==> config.mk <==
export PLATFORM = sky130hd
export DESIGN_NAME = uart_rx_ctrl
export DESIGN_NICKNAME = d
export VERILOG_FILES = /design/src/rtl/uart_pkg.sv /design/src/rtl/uart_rx_sync.sv /design/src/rtl/uart_rx_ctrl.sv
export SDC_FILE = /design/constraint.sdc
export NUM_CORES = 1
export LEC_CHECK = 0
export CAP_MARGIN = 20
export CORE_MARGIN = 5
export CORE_UTILIZATION = 57
export DETAILED_ROUTE_END_ITERATION = 7
export PLACE_DENSITY = 0.79
export SLEW_MARGIN = 0
export SYNTH_ARGS = -nofsm -noshare
export SYNTH_HDL_FRONTEND = slang
export SYNTH_SLANG_ARGS = --single-unit
==> constraint.sdc <==
create_clock -name clk -period 2.4 [get_ports clk]
set_input_delay 0.36 -clock clk [delete_from_list [all_inputs] [get_ports clk]]
set_output_delay 0.36 -clock clk [all_outputs]
set_load 0.1 [all_outputs]
==> src/rtl/uart_pkg.sv <==
// Shared UART definitions for the receive and transmit controllers:
// FSM state encoding plus default baud divider and payload width.
package uart_pkg;

  localparam int UART_CLK_DIV   = 868;
  localparam int UART_DATA_BITS = 8;

  typedef enum logic [2:0] {
    IDLE,
    START,
    DATA,
    STOP,
    BREAK
  } uart_state_e;

endpackage

==> src/rtl/uart_rx_sync.sv <==
// Two-flop synchroniser for the asynchronous rx pin plus a falling-edge
// detector on the synchronised line; everything resets to the idle level.
module uart_rx_sync (
  input  logic clk,
  input  logic rst_n,
  input  logic uart_rx_i,
  output logic rx_s_o,
  output logic fall_o
);

  logic meta_q;
  logic sync_q;
  logic prev_q;

  // prev_q holds last cycle's synchronised level so a start edge is a 1->0 step
  always_ff @(posedge clk or negedge rst_n) begin
    if (!rst_n) begin
      meta_q <= 1'b1;
      sync_q <= 1'b1;
      prev_q <= 1'b1;
    end else begin
      meta_q <= uart_rx_i;
      sync_q <= meta_q;
      prev_q <= sync_q;
    end
  end

  assign rx_s_o = sync_q;
  assign fall_o = prev_q & ~sync_q;

endmodule

==> src/rtl/uart_rx_ctrl.sv <==
// UART 8N1 receiver: mid-bit sampling FSM feeding a one-deep valid/ready
// holding register, with one-cycle framing-error and overrun pulses.
module uart_rx_ctrl
  import uart_pkg::*;
#(
  parameter int CLK_DIV   = UART_CLK_DIV,
  parameter int DATA_BITS = UART_DATA_BITS
) (
  input  logic                 clk,
  input  logic                 rst_n,
  input  logic                 uart_rx,
  input  logic                 rx_ready,
  output logic [DATA_BITS-1:0] rx_data,
  output logic                 rx_valid,
  output logic                 rx_busy,
  output logic                 frame_err,
  output logic                 overrun
);

  localparam int            CW        = $clog2(CLK_DIV);
  localparam logic [CW-1:0] HALF_LOAD = CW'(CLK_DIV / 2 - 1);
  localparam logic [CW-1:0] BIT_LOAD  = CW'(CLK_DIV - 1);
  localparam logic [CW-1:0] CNT_ZERO  = '0;
  localparam logic [CW-1:0] CNT_ONE   = CW'(1);
  localparam logic [2:0]    LAST_IDX  = 3'(DATA_BITS - 1);

  uart_state_e          state_q, state_d;
  logic [CW-1:0]        cnt_q, cnt_d;
  logic [2:0]           idx_q, idx_d;
  logic [DATA_BITS-1:0] shift_q, shift_d;
  logic [DATA_BITS-1:0] data_q, data_d;
  logic                 valid_q, valid_d;
  logic                 ferr_q, ferr_d;
  logic                 ovr_q, ovr_d;
  logic                 byte_done;
  logic                 rx_s;
  logic                 fall;

  uart_rx_sync u_sync (
    .clk       (clk),
    .rst_n     (rst_n),
    .uart_rx_i (uart_rx),
    .rx_s_o    (rx_s),
    .fall_o    (fall)
  );

  always_ff @(posedge clk or negedge rst_n) begin
    if (!rst_n) begin
      state_q <= IDLE;
      cnt_q   <= '0;
      idx_q   <= '0;
      shift_q <= '0;
    end else begin
      state_q <= state_d;
      cnt_q   <= cnt_d;
      idx_q   <= idx_d;
      shift_q <= shift_d;
    end
  end

  // Each bit-period wait counts down to zero and then samples on the following edge
  always_comb begin
    state_d   = state_q;
    cnt_d     = cnt_q;
    idx_d     = idx_q;
    shift_d   = shift_q;
    byte_done = 1'b0;
    ferr_d    = 1'b0;
    unique case (state_q)
      IDLE: begin
        if (fall) begin
          cnt_d   = HALF_LOAD;
          state_d = START;
        end
      end
      START: begin
        if (cnt_q != CNT_ZERO) begin
          cnt_d = cnt_q - CNT_ONE;
        end else if (!rx_s) begin
          cnt_d   = BIT_LOAD;
          idx_d   = '0;
          state_d = DATA;
        end else begin
          state_d = IDLE;
        end
      end
      DATA: begin
        if (cnt_q != CNT_ZERO) begin
          cnt_d = cnt_q - CNT_ONE;
        end else begin
          shift_d[idx_q] = rx_s;
          cnt_d          = BIT_LOAD;
          if (idx_q == LAST_IDX) begin
            state_d = STOP;
          end else begin
            idx_d = idx_q + 3'd1;
          end
        end
      end
      STOP: begin
        if (cnt_q != CNT_ZERO) begin
          cnt_d = cnt_q - CNT_ONE;
        end else if (rx_s) begin
          byte_done = 1'b1;
          state_d   = IDLE;
        end else begin
          ferr_d  = 1'b1;
          state_d = BREAK;
        end
      end
      BREAK: begin
        // Stay here while the line is held low so a break is not seen as a new start
        if (rx_s) begin
          state_d = IDLE;
        end
      end
      default: state_d = IDLE;
    endcase
  end

  // A consumer taking the old byte in the completion cycle frees the slot for the new one
  always_comb begin
    data_d  = data_q;
    valid_d = valid_q & ~rx_ready;
    ovr_d   = 1'b0;
    if (byte_done) begin
      if (!valid_q || rx_ready) begin
        data_d  = shift_q;
        valid_d = 1'b1;
      end else begin
        ovr_d = 1'b1;
      end
    end
  end

  always_ff @(posedge clk or negedge rst_n) begin
    if (!rst_n) begin
      data_q  <= '0;
      valid_q <= 1'b0;
      ferr_q  <= 1'b0;
      ovr_q   <= 1'b0;
    end else begin
      data_q  <= data_d;
      valid_q <= valid_d;
      ferr_q  <= ferr_d;
      ovr_q   <= ovr_d;
    end
  end

  assign rx_data   = data_q;
  assign rx_valid  = valid_q;
  assign rx_busy   = (state_q != IDLE);
  assign frame_err = ferr_q;
  assign overrun   = ovr_q;

endmodule
==> impl_metrics.xml <==
<?xml version="1.0" encoding="UTF-8"?>
<metrics>
  <group name="clock_network">
    <metric name="path_clk_slew" unit="ns">0.12</metric>
    <metric name="cts.repair_timing.setup_buffer_count" unit="">0</metric>
    <metric name="tritoncts_clock_tree" unit="">yes</metric>
    <metric name="numClockSinks" unit="">38</metric>
    <metric name="htree_num_levels" unit="">2</metric>
    <metric name="clock_latency" unit="ns">0.34</metric>
    <metric name="cts_inserted_buffers" unit="">5</metric>
    <metric name="post_cts.resized_instances" unit="">0</metric>
    <metric name="cts.hold.buffers_added" unit="">0</metric>
    <metric name="cts_root_buffer" unit="">clkbuf_4</metric>
    <metric name="cts-root-to-sink-buffers" unit="">2</metric>
  </group>
  <group name="timing">
    <metric name="fmax" unit="GHz">0.4618</metric>
    <metric name="grt_setup_unrepaired" unit="">no</metric>
    <metric name="finalWorstPathRequiredPeriod" unit="ns">2.166</metric>
    <metric name="slew_headroom" unit="%">44.36</metric>
    <metric name="final-setup-viol-count" unit="">0</metric>
    <metric name="setup_total_negative_slack" unit="ns">0</metric>
    <metric name="layout_worst_path_cycle_share" unit="%">90.23</metric>
    <metric name="final_max_slew_viol_count" unit="">0</metric>
    <metric name="number_of_hold_violations_in_the_final_report" unit="">0</metric>
    <metric name="finalClockSkew" unit="ns">0.01744</metric>
    <metric name="worst_pin_slew" unit="ns">0.8346</metric>
  </group>
  <group name="route">
    <metric name="detail_route.wl_per_cell" unit="um">18.03</metric>
    <metric name="dr_total_vias" unit="">1484</metric>
    <metric name="drtPass1Iterations" unit="">4</metric>
    <metric name="vias_per_cell" unit="">6.183</metric>
    <metric name="drt.antenna.violating_nets" unit="">0</metric>
    <metric name="wl" unit="um">4326</metric>
    <metric name="drt_first_iter_violations" unit="">89</metric>
    <metric name="drc" unit="">0</metric>
  </group>
  <group name="placed_design">
    <metric name="place_congestion" unit="">0.9788</metric>
    <metric name="portBuffers" unit="">15</metric>
    <metric name="place_inst" unit="">233</metric>
    <metric name="post-dp-hpwl" unit="um">3216</metric>
  </group>
  <group name="global_route">
    <metric name="grtUsageTotal" unit="%">21.95</metric>
    <metric name="grt_first_pass_wirelength" unit="um">7438</metric>
    <metric name="first_global_vias" unit="">1539</metric>
    <metric name="global_route.overflow_total" unit="">0</metric>
    <metric name="number_of_antenna_violations_at_the_first_check_in_global_routing" unit="">0</metric>
    <metric name="grt_start_max_net_pins" unit="">39</metric>
  </group>
  <group name="critical_path">
    <metric name="crit_chain" unit="">or4_4, nor3_4, nand4_4, mux2_2</metric>
    <metric name="path_buf_inv" unit="">0</metric>
    <metric name="cp_top_family" unit="">simple AND/OR/NAND/NOR gates</metric>
    <metric name="startpoint_type" unit="">flop</metric>
    <metric name="cpMaxStageDelayCell" unit="">or4_4</metric>
    <metric name="crit_path_max_incr_delay" unit="ns">0.60</metric>
    <metric name="criticalPathCategory" unit="">flop to flop</metric>
    <metric name="worst-path-max-fanout" unit="">8</metric>
    <metric name="required" unit="ns">2.61</metric>
    <metric name="cp.arrival" unit="ns">2.38</metric>
    <metric name="cp-end-kind" unit="">flop</metric>
  </group>
  <group name="yosys">
    <metric name="synthDominantCellAreaShare" unit="%">45.22</metric>
    <metric name="ys_warn_count" unit="">0</metric>
    <metric name="top_cells_by_area_synth" unit="">dfrtp_1, mux2_2, dfstp_2</metric>
    <metric name="synth_top_cells_by_count" unit="">dfrtp_1, mux2_2, nand2_1, a21oi_1</metric>
    <metric name="synth-edff-count" unit="">0</metric>
    <metric name="mappedNetlistNets" unit="">181</metric>
    <metric name="ys_seq_area_share" unit="%">49.29</metric>
    <metric name="synth_flop_cell" unit="">dfrtp_1</metric>
    <metric name="syn_inst" unit="">173</metric>
    <metric name="synth.lib_cells_used.distinct" unit="">43</metric>
    <metric name="post_synth.cell_area_avg" unit="um2">11.20</metric>
    <metric name="synth.most_common_cell" unit="">dfrtp_1</metric>
    <metric name="synth_area_leader_cell" unit="">dfrtp_1</metric>
    <metric name="async_reset_ff_share" unit="%">100.0</metric>
    <metric name="synth.ff_latch_count" unit="">38</metric>
    <metric name="post_synth_instance_area" unit="um2">1937</metric>
  </group>
  <group name="floorplanning">
    <metric name="die_h" unit="um">68.29</metric>
    <metric name="die_area" unit="um2">4664</metric>
    <metric name="num_io_pins" unit="">16</metric>
    <metric name="die_width" unit="um">68.29</metric>
    <metric name="num_rows" unit="">21</metric>
    <metric name="core_area" unit="um2">3311</metric>
    <metric name="floorplan.initialDensity" unit="%">58.50</metric>
  </group>
  <group name="power">
    <metric name="lkg_pwr" unit="uW">0.0009835</metric>
    <metric name="power_density" unit="nW/um2">939.0</metric>
    <metric name="worst_ir_drop_vdd" unit="uV">579.4</metric>
  </group>
  <group name="status">
    <metric name="status" unit="">finished clean</metric>
  </group>
  <group name="finish">
    <metric name="drive_above_1_share" unit="%">30.93</metric>
    <metric name="fin_cells" unit="">240</metric>
    <metric name="antenna-diode-count" unit="">0</metric>
    <metric name="syn2layout_area_growth" unit="%">14.08</metric>
    <metric name="fillers" unit="">255</metric>
    <metric name="final_net_count" unit="">202</metric>
  </group>
  <group name="hold_path">
    <metric name="hold_class" unit="">input pin to async pin</metric>
  </group>
  <group name="run">
    <metric name="max-cap-violations" unit="">0</metric>
  </group>
</metrics>
==> metrics by stage <==
stage / area [um2] / setup WS [ns] / util, % / hold WS (ns) / total power [uW]
after detailed placement: 2128 / 0.2649 / 64.29 / 0.3536 / 1644
after global placement: 2128 / 0.2637 / 64.29 / 0.3501 / 1634
final: 2210 / 0.2344 / 66.74 / 0.1099 / 2075
after CTS: 2210 / 0.2319 / 66.74 / 0.1251 / 2087
after global routing: 2210 / 0.1240 / 66.74 / 0.1637 / 2215
after floorplan: 1937 / 0.4803 / - / 0.06441 / 1423
==> cell type report <==
class | count | area (um2) | area share [%]
timing repair buffer | 21 | 160.2 | 7.248
clock inverter | 1 | 30.03 | 1.359
inverter | 4 | 15.01 | 0.6795
sequential | 38 | 954.7 | 43.20
multi-input combinational | 124 | 940.9 | 42.58
tap | 46 | 57.56 | 2.605
clock buffer | 6 | 51.30 | 2.322
==> final timing paths <==
path | from | endpoint | slack (ns) | depth (start not counted)
worst max-delay path | cnt_q[7] | rx_data[5] | 0.23 | 4
worst min-delay path | rst_n | cnt_q[5] | 0.11 | 1
worst max register to register | cnt_q[7] | rx_data[5] | 0.23 | 4
worst min register to register | u_sync.meta_q | u_sync.rx_s_o | 0.37 | 0
max in group asynchronous | rst_n | rx_data[5] | 1.75 | 1
min in group clk | u_sync.meta_q | u_sync.rx_s_o | 0.37 | 0
==> flip-flops by register name, summed over array words and instances (netlist names), 3 cells and up <==
signal	cells
idx_q	3
shift_q	8
cnt_q	10
rx_data	8
state_q	3
==> cell usage in the layout (no fill, tap or decap), types with 5 or more instances in the layout <==
master / instances
a21oi_1: 8
nor3_1: 7
a31oi_1: 6
nand2b_1: 5
nor2_1: 7
mux2_2: 20
dfrtp_1: 35
buf_4: 18
o21ai_0: 5
nand2_1: 11
clkbuf_4: 5
==> where the power goes <==
group	internal [uW]	total (uW)	switching [uW]
logic	299	761	461
registers	735	876	142
clock network	243	438	195
==> routing by layer <==
metal	wire length, um	up-vias	GRT usage, %
met5	0	-	0
met4	104	0	9.926
met2	2323	34	38.39
met1	1771	735	25.55
li1	-	704	-
met3	127	11	4.762
==> cell families (layout without fill, tap and decap cells) <==
logic type / count (synthesis) / count (layout) / share of synthesized area (%)
AND/OR/NAND/NOR: 57 / 57 / 18.02
AO/OA/AOI/OAI: 42 / 42 / 15.89
flip-flops: 38 / 38 / 49.29
multiplexers: 20 / 20 / 11.63
buffers and inverters: 11 / 32 / 2.132
adder cells (fa/ha/maj): 4 / 4 / 2.584
XOR/XNOR: 1 / 1 / 0.4523
(Power assumes the default switching activity.)
==> RTL change 1: new RTL, same settings <==
Put one more register stage on the output `frame_err`, cleared by the reset. The value now appears one clock later. The other outputs are not delayed to match.
--- a/src/rtl/uart_rx_ctrl.sv
+++ b/src/rtl/uart_rx_ctrl.sv
@@ -151,5 +151,11 @@
   assign rx_valid  = valid_q;
   assign rx_busy   = (state_q != IDLE);
-  assign frame_err = ferr_q;
+  always_ff @(posedge clk or negedge rst_n) begin
+    if (!rst_n) begin
+      frame_err <= '0;
+    end else begin
+      frame_err <= ferr_q;
+    end
+  end
   assign overrun   = ovr_q;
 
Formal check against the unedited RTL: no difference found for any inputs over 10 cycles, from zero or initial values and one cycle with rst_n low; that may be too few to reach the edited logic, so the function may still have changed.
==> RTL change 1 against the unedited design <==
Synthesized cell count increased by 4.0%; setup slack got worse by 0.024 ns; sequential share of layout area down 1.0 points; routed wire length down 5.5%; power shrank 7.4%; combinational power decreased by 45%; largest power group unchanged; cell area up 5.2%; sequential cell count increased by 1; critical path depth grew 2; maximum frequency decreased by 1.1%; synthesized area up 7.1%; count of clock-buffer cells in the layout unchanged.
==> RTL change 1: results (changes against the unedited design) <==
| Metric | Value |
|---|---|
| Total CTS buffers | `5 (unchanged)` |
| Clk root buf | `clkbuf_8` |
| DRT iter0 DRCs | `176 (+98%)` |
| WL met1 | `1.80 mm (+1.5%)` |
| Largest net degree at the start of global routing | `40 (+2.6%)` |
| Post_cts resized | `0 (unchanged)` |
| Worst vdd ir | `0.438 mV (-24%)` |
| Met2 wire len | `2.10 mm (-9.8%)` |
| H-Tree Depth | `2 (unchanged)` |
| Dpl ws | `0.268 ns (+0.00360 ns)` |
| Number of I/O port buffers | `15 (unchanged)` |
| Clock Tree Buf Depth | `2 (unchanged)` |
| Status | `finished, final reports clean` |
| Top cells by count, synth | `36 x dfrtp_1, 16 x nor2_1, 13 x mux2_1` |
| Met3 WL post-DR | `145 um (+14%)` |
| Setup repair bufs after CTS | `0 (unchanged)` |
| GR Util All Layers | `18.1% (-3.9 points)` |
| Post-CTS Hold Fix Bufs | `0 (unchanged)` |
| First-pass GRT wire length | `7.25 mm (-2.5%)` |
| Largest register FFs | `10 (unchanged)` |
| Final wirelength | `4.09 mm (-5.5%)` |
| Yosys warnings | `0 (unchanged)` |
| Final worst clock skew | `0.0101 ns (-0.00731 ns)` |
| Register area share after synthesis | `47.2% (-2.1 points)` |
| Post-synth ARST share | `100% (unchanged)` |
| Share of layout cells above drive strength 1 | `24.1% (-6.8 points)` |
| Drt first pass iters | `4 (unchanged)` |
| Nets@finish | `202 (unchanged)` |
| Sw frac | `33.0% (-5.4 points)` |
| Unique masters post-synth | `60 (+40%)` |
| Leak | `1.10 nW (+12%)` |
| DP HPWL | `2.83 mm (-12%)` |
| Peak fanout along the critical path | `9 (+1)` |
| Initial antenna violation count | `0 (unchanged)` |
| Largest Register | `cnt_q` |
| Crit path DAT | `2.34 ns (-0.04 ns)` |
| Clk Latency, worst-skew pair | `0.29 ns (-0.05 ns)` |
| Ant. Diodes | `0 (unchanged)` |
| RePlAce Congestion | `0.835 (-15%)` |
| Hold crit path type | `in2async` |
| CTS clk-pin slew, worst paths | `0.08 ns (-0.04 ns)` |
| Slew margin rel. | `43.3% (-1.0 points)` |
| Top layer in use | `met4` |
| Fill count | `277 (+8.6%)` |
| Top post-synthesis cells by area | `dfrtp_1 43%, mux2_1 7.1%, dfstp_2 3.8%, nor2_1 2.9%, mux2_2 2.7%` |
| Via Count | `1,516 (+2.2%)` |
| Syn_nets | `188 (+3.9%)` |
-- RTL change 1: logic make-up (layout without fill, tap and decap cells) --
logic type,after synthesis,in the layout,share of synthesized area [%]
XOR/XNOR,1,1,0.422
AO/OA/AOI/OAI,33,33,12.4
buffers and inverters,16,31,3.92
flip-flops,39,39,47.2
adder cells (fa/ha/maj),4,4,2.41
multiplexers,23,23,12.9
AND/OR/NAND/NOR,64,64,20.7
-- RTL change 1: cell type report --
cell class,instances,area (um2),share of cell area [%]
Multi-Input combinational cell,125,1010,43.6
Sequential cell,39,980,42.2
Timing Repair Buffer,17,130,5.60
Clock buffer,6,82.6,3.55
Tap cell,48,60.1,2.58
Clock inverter,2,35.0,1.51
Inverter,6,22.5,0.969
-- RTL change 1: routing by layer --
metal / GRT usage (%) / up-vias
li1: - / 706
met1: 24.5 / 770
met4: 5.11 / 0
met2: 28.6 / 34
met3: 4.60 / 6
met5: 0 / -
-- RTL change 1: power groups by stage --
stage	registers, mW	logic [mW]	clock network, mW
final	0.936	0.422	0.563
after CTS	0.929	0.421	0.579
after floorplan	0.855	0.422	0
after global placement	0.933	0.402	0
after global routing	0.961	0.473	0.615
after detailed placement	0.940	0.418	0
-- RTL change 1: worst paths after layout --
check | depth (start not counted) | slack (ns) | start | end
max in group asynchronous | 1 | 1.68 | rst_n | cnt_q[7]
worst min-delay path | 1 | 0.17 | rst_n | cnt_q[5]
worst max register to register | 6 | 0.21 | cnt_q[0] | cnt_q[5]
worst max-delay path | 6 | 0.21 | cnt_q[0] | cnt_q[5]
min in group clk | 0 | 0.36 | u_sync.meta_q | u_sync.rx_s_o
worst min register to register | 0 | 0.36 | u_sync.meta_q | u_sync.rx_s_o
-- RTL change 1: critical path, cell delays in order, from the launching register on --
cell and delay [ns]:
dfrtp_1 0.42, inv_1 0.09, ha_1 0.15, nor3b_4 0.40
and4_1 0.51, or2_1 0.32, a221oi_1 0.15
-- RTL change 1: stage by stage --
| stage | instances | instance area, um2 | hold WS, ns |
|---|---|---|---|
| CTS | 243 | 2320 | 0.200 |
| finish | 243 | 2320 | 0.166 |
| detailed placement | 235 | 2210 | 0.350 |
| global route | 243 | 2320 | 0.240 |
| global placement | 235 | 2210 | 0.332 |
| floorplan | 180 | 2070 | 0.0644 |
==> RTL change 2: new RTL, config.mk and constraints unchanged <==
Without the edit above. The package constant `UART_CLK_DIV` goes from 868 to 217.
--- a/src/rtl/uart_pkg.sv
+++ b/src/rtl/uart_pkg.sv
@@ -3,5 +3,5 @@
 package uart_pkg;
 
-  localparam int UART_CLK_DIV   = 868;
+  localparam int UART_CLK_DIV   = 217;
   localparam int UART_DATA_BITS = 8;
 
Function: same outputs for any inputs over 10 cycles, from zero or initial values and one cycle with rst_n low; that may be too few to reach the edited logic, so the function may still have changed.
==> RTL change 2 against the unedited design <==
Maximum frequency fell by 4.5%; global-route usage decreased by 2.6 points; setup slack lost 0.10 ns; critical endpoint is now rx_data[1]; sequential share of layout area rose by 0.56 points; routed wire length shrank 14%; first-iteration DRC count up 42%; hold slack better by 0.25 ns; sequential cell count fell by 2; power is 25% lower; utilization up 0.96 points; synthesized area is 6.1% lower; cell area is 6.5% lower.
==> RTL change 2: results (changes against the unedited design) <==
| Metric | Value |
|---|---|
| Number of global-route vias before repair | `1,377 (-11%)` |
| Grt met1 use | `24.1% (-1.5 points)` |
| Worst R2R Path Depth | `6 (+2)` |
| Largest net degree at the start of global routing | `37 (-5.1%)` |
| Data buffer area share | `9.08% (+1.8 points)` |
| Switching component of the power | `0.559 mW (-30%)` |
| Top post-synthesis cells by area | `dfrtp_1 45%, mux2_2 11%, dfstp_2 4.3%, nor2_1 2.9%, ha_1 2.8%` |
| Met2 wire len | `1.78 mm (-23%)` |
| Area of the multi-input gates | `840 um2 (-11%)` |
| Final worst clock skew | `0.00376 ns (-0.0137 ns)` |
| CTS clk-pin slew, worst paths | `0.10 ns (-0.02 ns)` |
| Clock-cell share | `2.24% (-1.4 points)` |
| Count of state elements after synthesis | `36 (-5.3%)` |
| CP max-delay cell | `or3b_2` |
| RePlAce Congestion | `1.07 (+9.6%)` |
| DR vias/cell | `6.10 (-1.3%)` |
| Crit path DAT | `2.49 ns (+0.11 ns)` |
| Crit path largest cell delay | `0.54 ns (-0.06 ns)` |
| Multi-input gates | `107 (-14%)` |
| Invs w/o clock | `9 (+5)` |
| Status | `finished, final reports clean` |
| Fraction of area in registers | `43.8% (+0.56 points)` |
| Dpl ws | `0.0639 ns (-0.201 ns)` |
| Syn_nets | `168 (-7.2%)` |
| Worst vdd ir | `0.523 mV (-9.7%)` |
| Worst setup path endpoint | `rx_data[1]` |
| DRT iter0 DRCs | `126 (+42%)` |
| Leak | `0.957 nW (-2.7%)` |
| GR Util All Layers | `19.4% (-2.6 points)` |
| Met3 WL post-DR | `277 um (+120%)` |
| First-pass GRT wire length | `6.38 mm (-14%)` |
| Register area share after synthesis | `49.7% (+0.44 points)` |
| Drt first pass iters | `5 (+1)` |
| DP HPWL | `2.66 mm (-17%)` |
| Slew margin rel. | `62.7% (+18 points)` |
| Drt wl/cell | `16.4 um (-8.8%)` |
| Met3 Resource Use GR | `5.40% (+0.63 points)` |
| Worst reg2reg path startpoint | `cnt_q[0]` |
RTL change 2: stage by stage:
stage | instances | power (mW) | cell area [um2]
after floorplan | 160 | 1.12 | 1820
after global placement | 220 | 1.23 | 2020
after detailed placement | 220 | 1.25 | 2020
after CTS | 227 | 1.54 | 2070
after global routing | 227 | 1.65 | 2070
final | 227 | 1.55 | 2070
RTL change 2: worst min-delay path by stage:
stage / to / startpoint / slack [ns]
floorplan: cnt_q[0] / rst_n / 0.06
CTS: u_sync.rx_s_o / u_sync.meta_q / 0.36
finish: u_sync.rx_s_o / u_sync.meta_q / 0.36
global route: u_sync.rx_s_o / u_sync.meta_q / 0.37
detailed placement: u_sync.rx_s_o / u_sync.meta_q / 0.35
global placement: u_sync.rx_s_o / u_sync.meta_q / 0.35
RTL change 2: critical path, delay by kind of cell, from the launching register on:
kind	cells	cell delay (ns)
fa+ha+maj	1	0.19
buf+inv	1	0.12
flops	1	0.41
mux	1	0.37
simple gates	3	1.07
RTL change 2: logic make-up after synthesis:
family / share of synthesized area [%]
AND/OR/NAND/NOR: 18.7
flip-flops: 49.7
AO/OA/AOI/OAI: 12.2
multiplexers: 11.9
buffers and inverters: 4.20
adder cells (fa/ha/maj): 2.75
XOR/XNOR: 0.482
RTL change 2: power groups by stage:
stage | clock, mW | sequential (mW) | combinational (mW)
2_1_floorplan | 0 | 0.785 | 0.336
5_1_grt | 0.330 | 0.825 | 0.492
6_report | 0.296 | 0.813 | 0.439
4_1_cts | 0.300 | 0.809 | 0.436
3_3_place_gp | 0 | 0.811 | 0.414
3_5_place_dp | 0 | 0.820 | 0.433
RTL change 2: what timing repair did:
item                                    4_1_cts  5_1_grt
resized for setup                             0        1
endpoints found under the setup margin        0        8
buffers inserted                              0        0
hold buffers                                  0        0
